## src/rtl/rv_pkg.sv

```systemverilog
// Shared definitions for the instruction-fetch slice: NOP encoding,
// fetch FSM state type and the default reset PC.
package rv_pkg;

    localparam logic [31:0] NOP              = 32'h0000_0013;
    localparam logic [31:0] RESET_PC_DEFAULT = 32'h0000_0000;

    typedef enum logic [1:0] {
        FETCH,
        HOLD,
        DRAIN
    } fetch_state_t;

endpackage

```

## src/rtl/if_id_reg.sv

```systemverilog
// IF/ID pipeline register: kill (flush/redirect) beats stall, stall beats load;
// anything else inserts a NOP bubble.
module if_id_reg
    import rv_pkg::*;
(
    input  logic        clk,
    input  logic        rst,
    input  logic        stall,
    input  logic        kill,
    input  logic        load,
    input  logic [31:0] instr,
    input  logic [31:0] pc,
    output logic [31:0] instr_D,
    output logic [31:0] pc_D,
    output logic [31:0] pc4_D,
    output logic        valid_D
);

    always_ff @(posedge clk or posedge rst) begin
        if (rst) begin
            instr_D <= NOP;
            pc_D    <= '0;
            pc4_D   <= '0;
            valid_D <= 1'b0;
        end else if (kill) begin
            instr_D <= NOP;
            valid_D <= 1'b0;
        end else if (!stall) begin
            if (load) begin
                instr_D <= instr;
                pc_D    <= pc;
                pc4_D   <= pc + 32'd4;
                valid_D <= 1'b1;
            end else begin
                instr_D <= NOP;
                valid_D <= 1'b0;
            end
        end
    end

endmodule

```

## src/rtl/if_stage.sv

```systemverilog
// Instruction fetch stage: PC, fetch FSM (FETCH/HOLD/DRAIN), hold buffer, IF/ID.
// Optional performance counters enabled by defining IF_PERF_CNT_EN.
module if_stage
    import rv_pkg::*;
#(
    parameter logic [31:0] RESET_PC = RESET_PC_DEFAULT
) (
    input  logic        clk,
    input  logic        rst,
    output logic        imem_req,
    output logic [31:0] imem_addr,
    input  logic        imem_valid,
    input  logic [31:0] imem_rdata,
    input  logic        stall,
    input  logic        flush,
    input  logic        br_taken,
    input  logic [31:0] br_target,
    output logic [31:0] instr_D,
    output logic [31:0] pc_D,
    output logic [31:0] pc4_D,
    output logic        valid_D,
    output logic [6:0]  opcode_D,
    output logic [2:0]  func3_D,
    output logic        func7_5_D
`ifdef IF_PERF_CNT_EN
    ,
    output logic [31:0] fetch_cnt,
    output logic [31:0] bubble_cnt
`endif
);

    fetch_state_t state, state_nxt;

    logic [31:0] pc;
    logic [31:0] drain_addr;
    logic [31:0] buf_instr;
    logic [31:0] buf_pc;

    logic        kill;
    logic        load;
    logic [31:0] load_instr;
    logic [31:0] load_pc;
    logic        advance;
    logic        capture;

    always_ff @(posedge clk or posedge rst) begin
        if (rst) state <= FETCH;
        else     state <= state_nxt;
    end

    always_comb begin
        state_nxt = state;
        case (state)
            FETCH: begin
                if (br_taken)
                    state_nxt = imem_valid ? FETCH : DRAIN;
                else if (imem_valid && stall)
                    state_nxt = HOLD;
            end
            HOLD: begin
                if (br_taken || (!stall && !flush))
                    state_nxt = FETCH;
            end
            DRAIN: begin
                if (imem_valid)
                    state_nxt = FETCH;
            end
            default: state_nxt = FETCH;
        endcase
    end

    always_comb begin
        imem_req   = (state != HOLD);
        imem_addr  = (state == DRAIN) ? drain_addr : pc;
        kill       = flush | br_taken;
        load       = 1'b0;
        load_instr = imem_rdata;
        load_pc    = pc;
        case (state)
            FETCH: load = imem_valid;
            HOLD: begin
                load       = 1'b1;
                load_instr = buf_instr;
                load_pc    = buf_pc;
            end
            default: load = 1'b0;
        endcase
        advance = load && !kill && !stall;
        capture = (state == FETCH) && imem_valid && stall && !br_taken;
    end

    // drain_addr keeps the abandoned request address stable while the
    // redirected PC waits for the stale response to come back.
    always_ff @(posedge clk or posedge rst) begin
        if (rst) begin
            pc         <= RESET_PC;
            drain_addr <= '0;
            buf_instr  <= '0;
            buf_pc     <= '0;
        end else begin
            if (br_taken)
                pc <= br_target & ~32'd1;
            else if (advance)
                pc <= pc + 32'd4;
            if ((state == FETCH) && br_taken)
                drain_addr <= pc;
            if (capture) begin
                buf_instr <= imem_rdata;
                buf_pc    <= pc;
            end
        end
    end

    if_id_reg u_if_id_reg (
        .clk     (clk),
        .rst     (rst),
        .stall   (stall),
        .kill    (kill),
        .load    (load),
        .instr   (load_instr),
        .pc      (load_pc),
        .instr_D (instr_D),
        .pc_D    (pc_D),
        .pc4_D   (pc4_D),
        .valid_D (valid_D)
    );

    assign opcode_D  = instr_D[6:0];
    assign func3_D   = instr_D[14:12];
    assign func7_5_D = instr_D[30];

`ifdef IF_PERF_CNT_EN
    always_ff @(posedge clk or posedge rst) begin
        if (rst) begin
            fetch_cnt  <= '0;
            bubble_cnt <= '0;
        end else begin
            if (advance)
                fetch_cnt <= fetch_cnt + 32'd1;
            if (kill || (!stall && !load))
                bubble_cnt <= bubble_cnt + 32'd1;
        end
    end
`endif

endmodule

```

## config.mk

```make
export PLATFORM = sky130hd
export DESIGN_NAME = if_stage
export DESIGN_NICKNAME = d
export VERILOG_FILES = /design/src/rtl/rv_pkg.sv /design/src/rtl/if_id_reg.sv /design/src/rtl/if_stage.sv
export SDC_FILE = /design/constraint.sdc
export NUM_CORES = 1
export LEC_CHECK = 0
export BUFFER_PORTS_ARGS = -buffer_cell sky130_fd_sc_hd__buf_4
export CAP_MARGIN = 20
export CORE_ASPECT_RATIO = 1.5
export CORE_MARGIN = 1
export CORE_UTILIZATION = 25
export CTS_BUF_LIST = sky130_fd_sc_hd__clkbuf_16
export DETAILED_ROUTE_END_ITERATION = 8
export GPL_TIMING_DRIVEN = 0
export SLEW_MARGIN = 40
export SYNTH_ARGS = -nofsm -noshare
export SYNTH_HDL_FRONTEND = slang
export SYNTH_SLANG_ARGS = --single-unit
```

## constraint.sdc

```tcl
create_clock -name clk -period 8.3 [get_ports clk]
set_clock_uncertainty 0.2 [all_clocks]
set_input_delay 0.415 -clock clk [delete_from_list [all_inputs] [get_ports clk]]
set_output_delay 0.415 -clock clk [all_outputs]
set_load 0.02 [all_outputs]
```

==> results of run 1 <==
==> area by class of cell <==
cell class | instances | share of cell area, %
clock buffers | 25 | 4.23
repair buffers | 275 | 15.5
plain buffers | 89 | 3.17
flip-flops and latches | 221 | 37.4
well taps | 570 | 4.83
multi-input cells | 718 | 33.7
inverters | 4 | 0.237
clock inverters | 18 | 0.923
==> power groups by stage <==
stage          Combinational (µW)  Sequential (µW)  Clock, µW
2_1_floorplan                 424             1520          0
3_3_place_gp                  863             1440          0
3_5_place_dp                  882             1460          0
4_1_cts                       911             1440       1090
5_1_grt                       968             1470       1130
6_report                      896             1440       1060
==> worst max-delay path: stages (launching register included) <==
cell and delay, ns:
dfrtp_1 0.38, buf_6 0.14, nor2b_4 0.13, buf_12 0.16
inv_12 0.08, buf_12 0.14, buf_8 0.16, buf_2 0.32
buf_2 0.36, nand2_1 0.09, nand2_1 0.10, ha_1 0.22
nand2_1 0.11, mux2i_4 0.25, o2111ai_2 0.29, nor3_2 0.54
mux2i_1 0.24, nand2_1 0.07
==> layer usage <==
metal,vias up,track usage (%)
met2,239,29.9
met4,0,7.87
met1,4328,17.8
li1,4213,-
met3,67,2.13
met5,-,0
==> synth_stat cells (3+ instances only) <==
library cell	instances	share of area, %
dfrtp_1	218	50
nand2_1	180	6.1
mux2_2	127	13
o21ai_0	82	3.7
mux2i_1	65	5.9
clkbuf_1	49	1.7
nor2_1	44	1.5
nand3_1	31	1.4
and3_1	22	1.3
buf_4	17	1.2
nor3_1	15	0.68
xor2_1	13	1.0
a21oi_1	12	0.55
xnor2_1	12	0.96
a31oi_1	11	0.63
nand4_1	10	0.57
a21o_1	9	0.61
buf_1	9	0.31
buf_2	9	0.41
o211ai_1	8	0.55
nand4b_1	5	0.40
a211o_1	4	0.32
a22oi_1	4	0.27
nor2b_1	4	0.23
o21a_1	4	0.27
a32oi_1	3	0.24
dfstp_2	3	0.72
inv_1	3	0.10
mux2i_4	3	0.61
nand2b_1	3	0.17
nor4_1	3	0.17
o21ai_1	3	0.14
o311ai_0	3	0.24
or3_1	3	0.17
==> timing repair <==
action,4_1_cts,5_1_grt
hold buffers,66,0
resized for setup,0,0
hold endpoints to repair,153,0
==> registers in the layout, indices dropped and copies added, names as in the netlist <==
register,count
pc,31
u_if_id_reg.pc4_D,31
state,2
u_if_id_reg.pc_D,30
drain_addr,31
buf_pc,31
buf_instr,32
u_if_id_reg.instr_D,32
u_if_id_reg.valid_D,1
==> final timing paths <==
| path | startpoint | to | slack, ns |
|---|---|---|---|
| setup / recovery | state[0] | u_if_id_reg.pc4_D[30] | 4.20 |
| hold reg to reg | u_if_id_reg.pc4_D[2] | u_if_id_reg.pc4_D[2] | 0.28 |
| setup reg to reg | state[0] | u_if_id_reg.pc4_D[30] | 4.20 |
| min in group asynchronous | rst | u_if_id_reg.pc_D[8] | 0.27 |
| hold / removal | stall | state[0] | 0.07 |
| max in group asynchronous | rst | u_if_id_reg.instr_D[16] | 6.36 |
==> logic make-up after synthesis <==
| logic type | count (synthesis) | synth area share (%) |
|---|---|---|
| simple gates | 335 | 14.1 |
| xor+xnor | 25 | 1.99 |
| fa+ha+maj | 2 | 0.228 |
| buf+inv | 93 | 4.51 |
| compound gates | 154 | 8.73 |
| flops | 221 | 50.3 |
| other cells | 1 | 0.0341 |
| mux | 199 | 20.1 |
==> per-stage QoR <==
| stage | TNS, ns | hold slack (ns) | worst slack (ns) | total power, µW |
|---|---|---|---|---|
| 3_3_place_gp | -232.58 | 0.263 | -1.10 | 2310 |
| 4_1_cts | 0 | 0.0410 | 4.17 | 3440 |
| 5_1_grt | 0 | 0.0986 | 4.01 | 3560 |
| 3_5_place_dp | 0 | 0.264 | 4.20 | 2340 |
| 6_report | 0 | 0.0690 | 4.20 | 3390 |
| 2_1_floorplan | 0 | 0.275 | 1.64 | 1950 |
==> impl_metrics.csv, run 1 <==
group,metric,value,unit
worst_hold_path,hold_depth,3,
cts,cts.path.max_buffers,3,
drt,ant_nets,0,
critical_path,crit_type,"register to register",
logic_synthesis,synth_cell_types,60,
logic_synthesis,yosysWarnings,0,
layout,final_cell_mix,"buf_4, dfrtp_1, nand2_1",
placement,globalplace.congestion,0.881,
critical_path,cp_data_arrival_time,4.31,ns
drt,wl_met1,14100,µm
power_and_ir_drop,power_frac_comb,26.4,%
power_and_ir_drop,peakVddDrop,0.130,mV
logic_synthesis,syn-instance-count,1030,
logic_synthesis,ys_ff_latch,221,
die,dieArea,0.0448,mm²
layout,multi_input_area,0.00498,mm²
placement,dp_hpwl,28000,µm
cts,htree_levels,1,
timing,maxSlewViolCount,0,
run,drv_cap,0,
critical_path,crit_required,8.52,ns
die,num_io_pins,211,
logic_synthesis,async_flop_share,100,%
timing,tightest_slew,0.859,ns
drt,drc_errors,0,
power_and_ir_drop,p_seq_share,42.3,%
timing,fin_crit_sh,49.4,%
die,die_w,173,µm
die,start_util,25.5,%
logic_synthesis,syn_area,0.0110,mm²
layout,fill_cells,4370,
die,rows,93,
cts,cts.sink_count,221,
timing,grt_setup_unrepaired,"false",
cts,cts_tree,"done",
critical_path,worstPathMaxFanout,10,
layout,instances_no_fill,1920,
drt,drtPass1Iterations,4,
timing,max_freq,244,MHz
power_and_ir_drop,p_per_area,230,mW/mm²
timing,min_period,4.10,ns
drt,top_layer_used,"met4",
drt,wl_met2,19100,µm
timing,timing.slew.headroom,42.2,%
die,coreArea,0.0432,mm²
cts,cts_made_buffers,24,
power_and_ir_drop,p_sw,1080,µW
grt,overflow,0,
layout,mostFrequentLayoutCell,"buf_4",
logic_synthesis,synth_edf_count,0,
layout,layout-drive-gt1-share,31.3,%
run_status,outcome,"finished, final reports clean",
drt,wirelength,35900,µm
layout,nets,1405,
power_and_ir_drop,leakagePower,0.00675,µW
drt,vias,8847,
cts,clk_latency,0.54,ns
placement,placed_area,0.0134,mm²
power_and_ir_drop,switching_share,31.8,%
layout,stdcell_area,0.0148,mm²
layout,syn_to_final_growth,34.4,%
grt,grt_pass1_wl,55000,µm
logic_synthesis,yosysSeqAreaShare,50.3,%
cts,clockRootBuffer,"clkbuf_16",
placement,dp.cells,1811,
drt,wl_per_cell,18.7,µm
cts,path_clk_slew,0.06,ns
logic_synthesis,avgSynthCellArea,10.7,µm²
drt,met3_length,1260,µm
critical_path,cp-end-kind,"register",
cts,post-cts-setup-buffers,0,
critical_path,cp-start-kind,"register",
layout,fin_util,34.2,%
worst_hold_path,hp-class,"primary input to register",
grt,grt_pass1_vias,9165,
power_and_ir_drop,pwr-share-clk,31.3,%
die,die_y,259,µm
timing,hold_violations,0,
grt,grt_usage,16.0,%
grt,antenna_found_initial,0,
timing,finalSetupViolations,0,
drt,first_iter_violations,340,
critical_path,r2r_cells,17,
layout,antenna_cells,0,
drt,viasPerCell,4.61,
logic_synthesis,synth-main-ff-cell,"dfrtp_1",
placement,port_buffers,206,
layout,seq_area,0.00553,mm²
power_and_ir_drop,p_int,2320,µW
grt,grt_start_max_net_pins,61,
(Power assumes the default switching activity.)
==> run 2, diff against run 1 <==
--- a/config.mk
+++ b/config.mk
@@ -5,6 +5,7 @@
 export SDC_FILE = /design/constraint.sdc
 export NUM_CORES = 1
 export LEC_CHECK = 0
+export ABC_AREA = 1
 export BUFFER_PORTS_ARGS = -buffer_cell sky130_fd_sc_hd__buf_4
 export CAP_MARGIN = 20
 export CORE_ASPECT_RATIO = 1.5
==> constraint.sdc (replaced) <==
create_clock -name clk -period 3.65 [get_ports clk]
set_clock_uncertainty 0.2 [all_clocks]
set_input_delay 0.1825 -clock clk [delete_from_list [all_inputs] [get_ports clk]]
set_output_delay 0.1825 -clock clk [all_outputs]
set_load 0.02 [all_outputs]
==> impl_metrics.csv, run 2 <==
group,metric,value,unit
timing,tightest_slew,0.844,ns
timing,fin_crit_sh,83.4,%
logic_synthesis,synth_cell_types,34,
logic_synthesis,syn-instance-count,1388,
logic_synthesis,synth_top_cell_by_area,"dfrtp_1",
drt,wl_per_cell,17.9,µm
timing,whs,0.0264,ns
drt,first_iter_violations,542,
logic_synthesis,synth_top_family_by_area,"simple AND/OR/NAND/NOR gates",
logic_synthesis,yosysMostFrequentCell,"nand2_1",
cts,cts.path.max_buffers,3,
critical_path,r2r_start,"state[0]",
logic_synthesis,syn_area,0.0108,mm²
die,rows,93,
cts,htree_levels,1,
grt,grt_pass1_vias,10562,
power_and_ir_drop,leakagePower,0.00720,µW
critical_path,r2r-end,"u_if_id_reg.pc4_D[26]",
logic_synthesis,ys_ff_latch,221,
logic_synthesis,synthXorXnorAreaFrac,2.02,%
critical_path,slowest_delay,0.56,ns
logic_synthesis,synth_top_area_share,50.3,%
logic_synthesis,synth_simple_gate_area_share,24.7,%
critical_path,r2r_setup_slack,0.66,ns
cts,cts_tree,"done",
logic_synthesis,synthMuxAreaShare,1.04,%
critical_path,setup.worst_path.end,"imem_addr[28]",
run_status,outcome,"finished, final reports clean",
logic_synthesis,synthAdderAreaFrac,0.231,%
grt,grt_usage,18.6,%
power_and_ir_drop,peakVddDrop,0.324,mV
layout,antenna_cells,0,
timing,min_period,3.04,ns
drt,ant_nets,0,
layout,layout-drive-gt1-share,17.8,%
logic_synthesis,synth-main-ff-cell,"dfrtp_1",
timing,max_freq,329,MHz
drt,wirelength,41000,µm
logic_synthesis,avgSynthCellArea,7.81,µm²
placement,port_buffers,206,
cts,path_clk_slew,0.07,ns
layout,top_regs,"buf_instr (32), u_if_id_reg.instr_D (32)",
logic_synthesis,synthTopCellsByArea,"dfrtp_1, nand2_1, o21ai_0",
grt,antenna_found_initial,0,
logic_synthesis,async_flop_share,100,%
grt,overflow,0,
cts,clockRootBuffer,"clkbuf_16",
cts,cts.sink_count,221,
logic_synthesis,yosysWarnings,0,
grt,grt_pass1_wl,62200,µm
die,start_util,25.3,%
drt,drtPass1Iterations,5,
logic_synthesis,synth_common_cells,"nand2_1, dfrtp_1, o21ai_0",
timing,finalSetupViolations,0,
cts,clk_latency,0.53,ns
die,dieArea,0.0442,mm²
grt,grt_start_max_net_pins,26,
critical_path,cp-startpoint,"state[0]",
drt,drc_errors,0,
layout,syn_to_final_growth,36.7,%
die,num_io_pins,211,
timing,timing.slew.headroom,43.7,%
critical_path,cp_data_arrival_time,2.66,ns
die,coreArea,0.0428,mm²
drt,viasPerCell,4.59,
placement,dp.cells,2176,
die,die_y,257,µm
power_and_ir_drop,p_per_area,536,mW/mm²
drt,vias,10509,
critical_path,r2r_cells,13,
critical_path,crit_slowest_cell,"clkbuf_1",
layout,mostFrequentLayoutCell,"nand2_1",
timing,grt_setup_unrepaired,"false",
layout,nets,1775,
layout,final_cell_mix,"nand2_1, buf_4, dfrtp_1",
cts,cts_made_buffers,23,
placement,dp_hpwl,32200,µm
timing,maxSlewViolCount,0,
layout,instances_no_fill,2289,
placement,globalplace.congestion,0.888,
critical_path,crit_type,"register to output pin",
critical_path,cp-start-kind,"register",
logic_synthesis,synth_edf_count,0,
logic_synthesis,yosysSeqAreaShare,51.1,%
critical_path,crit_required,3.27,ns
logic_synthesis,synth_compound_area_share,13.4,%
critical_path,cp-end-kind,"output pin",
timing,hold_violations,0,
critical_path,worstPathMaxFanout,10,
die,die_w,172,µm
run,drv_cap,0,
critical_path,cp_cell_sequence,"buf_2 -> inv_1 -> nand2_1 -> clkbuf_1 -> nor2_1 -> a21oi_1 -> buf_4",
worst_hold_path,hp-class,"primary input to async pin",
run 2: what timing repair did:
item / CTS / global route
buffers inserted: 0 / 0
hold endpoints to repair: 244 / 0
endpoints found under the setup margin: 0 / 0
gates resized for setup: 0 / 0
hold buffers: 72 / 0
run 2: metrics by stage:
stage / setup WS (ns) / TNS, ns / total power, µW / util, % / instance area, µm²
global route: 0.414 / 0 / 8360 / 34.6 / 14800
CTS: 0.407 / 0 / 8020 / 34.6 / 14800
finish: 0.608 / 0 / 7930 / 34.6 / 14800
global placement: -1.07 / -228.00 / 5390 / 30.6 / 13100
floorplan: 0.388 / 0 / 4440 / - / 10800
detailed placement: 0.427 / 0 / 5470 / 31.1 / 13300
run 2: kinds of logic after synthesis:
logic type               count (synthesis)
buffers and inverters                  195
multiplexers                            10
adder cells (fa/ha/maj)                  2
AND/OR/NAND/NOR                        667
other                                    1
XOR/XNOR                                25
flip-flops                             221
AO/OA/AOI/OAI                          267
run 2: metal layers:
layer	vias to the layer above	share of wire [%]	global-route usage [%]
li1	5095	-	-
met1	5037	38	20.8
met2	288	53	34.0
met3	89	4.1	2.18
met4	0	4.9	9.73
met5	-	0	0
run 2: power by group:
part	internal, µW	switching (µW)
Clock	1430	1030
Combinational	859	1310
Sequential	2960	346
run 2: layout make-up:
type	instances	area, µm²
clock buffers	23	576
fillers	4606	28000
multi-input cells	974	4500
flip-flops and latches	221	5530
clock inverters	18	191
well taps	570	713
repair buffers	288	2480
inverters	113	428
plain buffers	82	389
run 2: worst min-delay path by stage:
| stage | from | end | slack [ns] | depth (start not counted) |
|---|---|---|---|---|
| 2_1_floorplan | imem_valid | state[1] | 0.05 | 1 |
| 3_3_place_gp | imem_valid | state[1] | 0.17 | 2 |
| 3_5_place_dp | rst | u_if_id_reg.pc_D[20] | 0.02 | 3 |
| 4_1_cts | rst | u_if_id_reg.pc4_D[28] | 0.005 | 4 |
| 5_1_grt | rst | u_if_id_reg.pc4_D[26] | 0.04 | 4 |
| 6_report | rst | u_if_id_reg.pc4_D[21] | 0.03 | 4 |
run 2: critical path, delay by kind of cell (launching register included):
kind            cells  cell delay [ns]
simple gates        2             0.40
flops               1             0.32
compound gates      1             0.32
buf+inv             4             1.08
